--- config.mk ---
export PLATFORM = sky130hd
export DESIGN_NAME = platform_renderer_flat
export DESIGN_NICKNAME = d
export VERILOG_FILES = /design/src/rtl/platform_pkg.sv /design/src/rtl/platform_renderer_if.sv /design/src/rtl/platform_table.sv /design/src/rtl/platform_renderer.sv /design/src/flat_wrapper.sv
export SDC_FILE = /design/constraint.sdc
export NUM_CORES = 1
export LEC_CHECK = 0
export ABC_AREA = 1
export CELL_PAD_IN_SITES_DETAIL_PLACEMENT = 0
export CELL_PAD_IN_SITES_GLOBAL_PLACEMENT = 1
export CORE_ASPECT_RATIO = 1.75
export CORE_UTILIZATION = 50
export DETAILED_ROUTE_END_ITERATION = 8
export GPL_TIMING_DRIVEN = 0
export MAX_ROUTING_LAYER = met4
export PLACE_DENSITY = 0.77
export SYNTH_ARGS = -nofsm -noshare
export SYNTH_HDL_FRONTEND = slang
export SYNTH_SLANG_ARGS = --single-unit
--- constraint.sdc ---
create_clock -name Clk -period 5.9 [get_ports Clk]
set_clock_uncertainty 0.1 [all_clocks]
set_input_delay 1.475 -clock Clk [delete_from_list [all_inputs] [get_ports Clk]]
set_output_delay 1.475 -clock Clk [all_outputs]
set_load 0.02 [all_outputs]
--- src/rtl/platform_pkg.sv ---
// Shared types and sizes for the platform line renderer.
// Holds the table depth, sprite dimensions, scan FSM states and line-buffer entry layout.
package platform_pkg;

   localparam int NUM_PLAT = 8;
   localparam int PLAT_W   = 16;
   localparam int PLAT_H   = 4;

   typedef enum logic {
      IDLE = 1'b0,
      SCAN = 1'b1
   } state_t;

   typedef struct packed {
      logic              hit;
      logic [9:0]        x;
      logic [PLAT_W-1:0] row;
   } line_ent_t;

endpackage

--- src/rtl/platform_renderer_if.sv ---
// Table-write, scanline, sprite-ROM and pixel signals of the platform renderer.
// The master side drives the table, the scan timing and the ROM data; the slave is the renderer.
interface platform_renderer_if;

   logic        we;
   logic [2:0]  wr_idx;
   logic [9:0]  wr_x;
   logic [9:0]  wr_y;
   logic        wr_valid;
   logic        line_start;
   logic [9:0]  line_y;
   logic [9:0]  DrawX;
   logic [10:0] sprite_addr;
   logic [15:0] sprite_data;
   logic        pixel_on;
   logic        busy;

   modport master (
      output we, wr_idx, wr_x, wr_y, wr_valid, line_start, line_y, DrawX, sprite_data,
      input  sprite_addr, pixel_on, busy
   );

   modport slave (
      input  we, wr_idx, wr_x, wr_y, wr_valid, line_start, line_y, DrawX, sprite_data,
      output sprite_addr, pixel_on, busy
   );

endinterface

--- src/rtl/platform_table.sv ---
// Platform position table: one synchronous write port, one combinational read port.
// A read in the same cycle as a write to that entry returns the pre-write contents.
module platform_table #(
   parameter int N  = 8,
   parameter int IW = 3
) (
   input  logic          Clk,
   input  logic          Reset,
   input  logic          i_we,
   input  logic [2:0]    i_wr_idx,
   input  logic [9:0]    i_wr_x,
   input  logic [9:0]    i_wr_y,
   input  logic          i_wr_valid,
   input  logic [IW-1:0] i_rd_idx,
   output logic [9:0]    o_rd_x,
   output logic [9:0]    o_rd_y,
   output logic          o_rd_valid
);

   logic [9:0] r_x     [N];
   logic [9:0] r_y     [N];
   logic       r_valid [N];
   logic       w_wr_ok;

   assign w_wr_ok = i_we && (32'(i_wr_idx) < N);

   always_ff @(posedge Clk) begin
      if (Reset) begin
         for (int k = 0; k < N; k++) r_valid[k] <= 1'b0;
      end else if (w_wr_ok) begin
         r_valid[i_wr_idx] <= i_wr_valid;
      end
   end

   // Coordinates need no reset: they are ignored while the valid bit is clear.
   always_ff @(posedge Clk) begin
      if (!Reset && w_wr_ok) begin
         r_x[i_wr_idx] <= i_wr_x;
         r_y[i_wr_idx] <= i_wr_y;
      end
   end

   assign o_rd_x     = r_x[i_rd_idx];
   assign o_rd_y     = r_y[i_rd_idx];
   assign o_rd_valid = r_valid[i_rd_idx];

endmodule

--- src/rtl/platform_renderer.sv ---
// Prefetches each platform's sprite row into a shadow line buffer during an NUM_PLAT-cycle scan.
// pixel_on is the registered OR of all active-bank hits, one cycle after DrawX.
module platform_renderer
   import platform_pkg::*;
#(
   parameter int          NUM_PLAT = platform_pkg::NUM_PLAT,
   parameter logic [10:0] ROW_BASE = 11'd0
) (
   input logic                Clk,
   input logic                Reset,
   platform_renderer_if.slave bus
);

   localparam int IW = (NUM_PLAT > 1) ? $clog2(NUM_PLAT) : 1;

   state_t        r_state;
   state_t        w_state_nxt;
   logic [IW-1:0] r_idx;
   logic [9:0]    r_tgt;
   logic          r_act;
   line_ent_t     r_bank [2][NUM_PLAT];
   logic          r_pixel_on;

   logic          w_busy;
   logic          w_last;
   logic [9:0]    w_rd_x;
   logic [9:0]    w_rd_y;
   logic          w_rd_valid;
   logic [9:0]    w_d;
   logic          w_scan_hit;
   logic [9:0]    w_off [NUM_PLAT];
   logic          w_pix;

   platform_table #(.N(NUM_PLAT), .IW(IW)) u_table (
      .Clk        (Clk),
      .Reset      (Reset),
      .i_we       (bus.we),
      .i_wr_idx   (bus.wr_idx),
      .i_wr_x     (bus.wr_x),
      .i_wr_y     (bus.wr_y),
      .i_wr_valid (bus.wr_valid),
      .i_rd_idx   (r_idx),
      .o_rd_x     (w_rd_x),
      .o_rd_y     (w_rd_y),
      .o_rd_valid (w_rd_valid)
   );

   assign w_last     = (r_idx == IW'(NUM_PLAT - 1));
   assign w_d        = r_tgt - w_rd_y;
   assign w_scan_hit = (r_state == SCAN) && w_rd_valid && (w_d < 10'(PLAT_H));

   always_ff @(posedge Clk) begin
      if (Reset) r_state <= IDLE;
      else       r_state <= w_state_nxt;
   end

   always_comb begin
      w_state_nxt = r_state;
      w_busy      = 1'b0;
      case (r_state)
         IDLE: begin
            if (bus.line_start) w_state_nxt = SCAN;
         end
         SCAN: begin
            w_busy = 1'b1;
            if (!bus.line_start && w_last) w_state_nxt = IDLE;
         end
         default: w_state_nxt = IDLE;
      endcase
   end

   // A new line_start always wins over an in-flight scan: the partial shadow becomes active.
   always_ff @(posedge Clk) begin
      if (Reset) begin
         r_idx <= '0;
         r_tgt <= '0;
         r_act <= 1'b0;
         for (int b = 0; b < 2; b++)
            for (int k = 0; k < NUM_PLAT; k++) r_bank[b][k].hit <= 1'b0;
      end else if (bus.line_start) begin
         r_act <= !r_act;
         r_tgt <= bus.line_y;
         r_idx <= '0;
         for (int k = 0; k < NUM_PLAT; k++) r_bank[r_act][k].hit <= 1'b0;
      end else if (r_state == SCAN) begin
         if (w_scan_hit) r_bank[!r_act][r_idx] <= '{hit: 1'b1, x: w_rd_x, row: bus.sprite_data};
         r_idx <= w_last ? '0 : r_idx + 1'b1;
      end
   end

   always_comb begin
      w_pix = 1'b0;
      for (int k = 0; k < NUM_PLAT; k++) begin
         w_off[k] = bus.DrawX - r_bank[r_act][k].x;
         if (r_bank[r_act][k].hit && (w_off[k] < 10'(PLAT_W)) &&
             r_bank[r_act][k].row[4'd15 - w_off[k][3:0]])
            w_pix = 1'b1;
      end
   end

   always_ff @(posedge Clk) begin
      if (Reset) r_pixel_on <= 1'b0;
      else       r_pixel_on <= w_pix;
   end

   assign bus.sprite_addr = w_scan_hit ? (ROW_BASE + {9'd0, w_d[1:0]}) : ROW_BASE;
   assign bus.pixel_on    = r_pixel_on;
   assign bus.busy        = w_busy;

endmodule

--- src/flat_wrapper.sv ---
// flat-port wrapper written by rule: the top's interface ports become plain ports
module platform_renderer_flat import platform_pkg::*;
#(
   parameter int          NUM_PLAT = platform_pkg::NUM_PLAT,
   parameter logic [10:0] ROW_BASE = 11'd0
)
  (Clk, Reset, bus_we, bus_wr_idx, bus_wr_x, bus_wr_y, bus_wr_valid, bus_line_start, bus_line_y, bus_DrawX, bus_sprite_data, bus_sprite_addr, bus_pixel_on, bus_busy);
  platform_renderer_if bus_i ();
  input logic Clk;
  input logic Reset;
  input wire logic [$bits(bus_i.we)-1:0] bus_we;
  input wire logic [$bits(bus_i.wr_idx)-1:0] bus_wr_idx;
  input wire logic [$bits(bus_i.wr_x)-1:0] bus_wr_x;
  input wire logic [$bits(bus_i.wr_y)-1:0] bus_wr_y;
  input wire logic [$bits(bus_i.wr_valid)-1:0] bus_wr_valid;
  input wire logic [$bits(bus_i.line_start)-1:0] bus_line_start;
  input wire logic [$bits(bus_i.line_y)-1:0] bus_line_y;
  input wire logic [$bits(bus_i.DrawX)-1:0] bus_DrawX;
  input wire logic [$bits(bus_i.sprite_data)-1:0] bus_sprite_data;
  output wire logic [$bits(bus_i.sprite_addr)-1:0] bus_sprite_addr;
  output wire logic [$bits(bus_i.pixel_on)-1:0] bus_pixel_on;
  output wire logic [$bits(bus_i.busy)-1:0] bus_busy;
  assign bus_i.we = bus_we;
  assign bus_i.wr_idx = bus_wr_idx;
  assign bus_i.wr_x = bus_wr_x;
  assign bus_i.wr_y = bus_wr_y;
  assign bus_i.wr_valid = bus_wr_valid;
  assign bus_i.line_start = bus_line_start;
  assign bus_i.line_y = bus_line_y;
  assign bus_i.DrawX = bus_DrawX;
  assign bus_i.sprite_data = bus_sprite_data;
  assign bus_sprite_addr = bus_i.sprite_addr;
  assign bus_pixel_on = bus_i.pixel_on;
  assign bus_busy = bus_i.busy;
  platform_renderer #(.NUM_PLAT(NUM_PLAT), .ROW_BASE(ROW_BASE)) u_core (.Clk(Clk), .Reset(Reset), .bus(bus_i));
endmodule
==> flow_summary.ini <==
[job]
maxCapViolCount = 0

[setup_path]
path_class = reg2out
critical_path_required_ns = 4.32
cp_data_arrival_time_ns = 4.11
endpoint_kind = output pin
worst_setup_path_start_kind = flop
worst-path-max-fanout = 10

[logic_synthesis]
synth.cells.most_frequent = 624 x sky130_fd_sc_hd__nand2_1, 600 x sky130_fd_sc_hd__edfxtp_1, 312 x sky130_fd_sc_hd__nand3_1, 233 x sky130_fd_sc_hd__nor2_1, 155 x sky130_fd_sc_hd__inv_1
postSynthAreaPerCell_um2 = 11.1
synth-edff-count = 600
synth_top_area_share_pct = 63.6
synth_area_mm2 = 0.0284
postSynthRegisterBits = 620
synthesis.instances = 2564
yosys-top-cells-area = sky130_fd_sc_hd__edfxtp_1 64%, sky130_fd_sc_hd__nand2_1 8.3%, sky130_fd_sc_hd__nand3_1 5.5%
asyncSetResetFlopFracSynth_pct = 0
yosys_most_used_dff = sky130_fd_sc_hd__edfxtp_1
synth_cell_types = 45
yosysSeqAreaShare_pct = 65.0
yosys.area.top_type = sky130_fd_sc_hd__edfxtp_1
yosysMostFrequentCell = sky130_fd_sc_hd__nand2_1
yosys_warn_count = 0

[timing]
maxSlewViolCount = 0
maxClockFrequency_ghz = 0.176
finalSetupViolations = 0
max-slew-margin-rel_pct = 7.26
period_minus_slack_ns = 5.68
final_min_period_over_clock_period_pct = 96.3
totalNegativeSetupSlack_ns = 0
final-hold-violation-count = 0
rsz0062_at_grt = false
worst_slew_pin_slew_ns = 1.39

[global_route]
first_global_vias = 19558
globalRouteMet3Util_pct = 3.02
grt_pass1_wl_um = 118000
most_utilized_layer_in_the_global_route_result = met2
global_route.usage.met2_pct = 53.8
grt.overflow.total = 0
grt_use_met1_pct = 29.7
global_route.usage.total_pct = 28.9
grt_start_max_net_pins = 27
antenna_violations_before_repair = 1

[detailed_routing]
average_wire_length_per_cell_after_detail_routing_um = 23.0
detailroute.via_count = 19827
drt-initial-drc-count = 1533
drtAntennaViolNets = 0
via_density = 5.71
drt-pass1-iter-count = 6
route.detailed.drc = 0
postRouteWirelength_um = 80000

[cts]
clkTransAtPathRegs_ns = 0.07
insertion_delay_ns = 0.63
cts-htree-levels = 2
cts.hold.buffers_added = 0
ctsRootBufferMaster = sky130_fd_sc_hd__clkbuf_16
cts_max_path_buffers = 3
clock_sink_count = 620
cts_made_buffers = 56
clock_tree_from_tritoncts = done

[floorplanning]
floorplan.initialDensity_pct = 50.5
floorplan.die.height_um = 317
die_w_um = 182
coreArea_mm2 = 0.0561
fp.dieArea_mm2 = 0.0577
row_count = 115
io_pins = 77

[layout]
final_net_count = 2880
synthToLayoutAreaGrowth_pct = 15.1
finalNonFillerCells = 3474
final_layout_size_suffix_gt1_share_pct = 8.59

[placed_design]
dpl.cell_count = 3363
post-dp-hpwl_um = 57200
port-buffer-count = 66
finalWeightedCongestion = 0.910

[run_status]
status = finished clean

[pwr]
vdd.ir_drop.worst_mv = 0.332
cellLeakagePower_nw = 12.7
power_density_mw_per_mm2 = 299

[worst_hold_path]
worstHoldPathType = reg2reg
power breakdown:
part	total (W)	internal [W]	leakage, nW	switching (W)
Clock	0.00395	0.00228	0.969	0.00167
Combinational	0.000997	0.000329	5.39	0.000668
Sequential	0.00483	0.00481	6.35	0.0000140
stage by stage:
step	utilization, %	area (um^2)	total power [W]	setup WS, ns	hold slack, ns
after global placement	53.3	29900	0.00588	-1.35	0.371
after global routing	58.2	32600	0.0101	0.00509	0.415
after detailed placement	54.4	30500	0.00589	-0.633	0.376
after CTS	58.0	32600	0.00979	0.0149	0.386
after floorplan	-	28400	0.00553	1.12	0.345
final	58.2	32600	0.00977	0.215	0.387
metal layers:
layer	wire length (um)	part of all wire [%]	vias up
met4	4560	5.7	0
met5	0	0	-
li1	-	-	9331
met3	3950	4.9	205
met2	43500	54	691
met1	28000	35	9600
cells in the final DEF, fill, tap and decap left out, types with 17 or more instances in the layout:
cell type	Yosys	layout
sky130_fd_sc_hd__nand3_1	312	312
sky130_fd_sc_hd__o22ai_1	20	20
sky130_fd_sc_hd__o221ai_1	17	17
sky130_fd_sc_hd__clkbuf_16	0	56
sky130_fd_sc_hd__clkdlybuf4s50_1	0	64
sky130_fd_sc_hd__edfxtp_1	600	600
sky130_fd_sc_hd__inv_1	155	154
sky130_fd_sc_hd__buf_2	20	19
sky130_fd_sc_hd__nand2_1	624	624
sky130_fd_sc_hd__nand4_1	27	27
sky130_fd_sc_hd__o21ai_0	115	103
sky130_fd_sc_hd__a21oi_1	69	69
sky130_fd_sc_hd__ha_1	83	82
sky130_fd_sc_hd__nor2_1	233	187
sky130_fd_sc_hd__buf_8	0	17
sky130_fd_sc_hd__xor2_1	30	30
sky130_fd_sc_hd__mux2i_1	67	67
sky130_fd_sc_hd__buf_4	9	21
sky130_fd_sc_hd__clkbuf_1	64	52
sky130_fd_sc_hd__nor2_2	0	35
sky130_fd_sc_hd__dfxtp_1	20	20
cells by family (layout without fill, tap and decap cells):
kind of cell,count (synthesis),count (layout),synth area share (%)
buffers and inverters,259,458,3.72
adders and majority gates,92,92,4.30
and+or+nand+nor,1231,1231,18.3
DFF,620,620,65.0
AOI/OAI and AO/OA,255,255,5.13
muxes,67,67,2.37
other,1,10,0.0132
xor gates and xnor gates,39,39,1.23
state kept, by name, indices dropped and copies added (netlist names), named ones only:
signal                  cells
u_core.r_bank             432
u_core.u_table.r_x         80
u_core.u_table.r_y         80
u_core.r_tgt               10
u_core.u_table.r_valid      8
u_core.r_idx                3
u_core.bus.pixel_on         1
u_core.r_act                1
u_core.r_state              1
timing repair:
item / in CTS / in global routing
resized for setup: 39 / 29
pin swaps: 2 / 5
hold endpoints to repair: 0 / 0
endpoints found under the setup margin: 643 / 17
buffers inserted: 2 / 4
layout make-up:
| class | count | area [um^2] |
|---|---|---|
| Buffer | 99 | 508 |
| Multi-Input combinational cell | 1693 | 9120 |
| Tap cell | 702 | 878 |
| Inverter | 159 | 601 |
| Sequential cell | 620 | 18400 |
| Fill cell | 4629 | 23500 |
| Clock buffer | 60 | 1420 |
| Antenna cell | 1 | 2.50 |
| Clock inverter | 45 | 567 |
| Timing Repair Buffer | 95 | 1130 |
worst paths after layout:
| check | start | to | slack [ns] | depth (start not counted) |
|---|---|---|---|---|
| setup / recovery | flop | bus_sprite_addr[1] | 0.22 | 15 |
| setup reg to reg | flop | u_core.bus.pixel_on | 0.43 | 21 |
| hold reg to reg | u_core.r_tgt[9] | u_core.r_tgt[9] | 0.39 | 2 |
| hold / removal | u_core.r_tgt[9] | u_core.r_tgt[9] | 0.39 | 2 |
critical path: stages (launching register included):
cell	delay, ns
sky130_fd_sc_hd__dfxtp_1	0.39
sky130_fd_sc_hd__buf_4	0.22
sky130_fd_sc_hd__clkbuf_1	0.50
sky130_fd_sc_hd__o21ai_0	0.20
sky130_fd_sc_hd__o22ai_1	0.21
sky130_fd_sc_hd__o21ai_1	0.21
sky130_fd_sc_hd__ha_1	0.39
sky130_fd_sc_hd__nand2_1	0.11
sky130_fd_sc_hd__nor2_1	0.05
sky130_fd_sc_hd__a211oi_1	0.20
sky130_fd_sc_hd__nand3_1	0.12
sky130_fd_sc_hd__o21bai_1	0.19
sky130_fd_sc_hd__nand2_2	0.13
sky130_fd_sc_hd__nand3_4	0.15
sky130_fd_sc_hd__nor2_1	0.14
sky130_fd_sc_hd__clkdlybuf4s15_2	0.28
(Power assumes the default switching activity.)
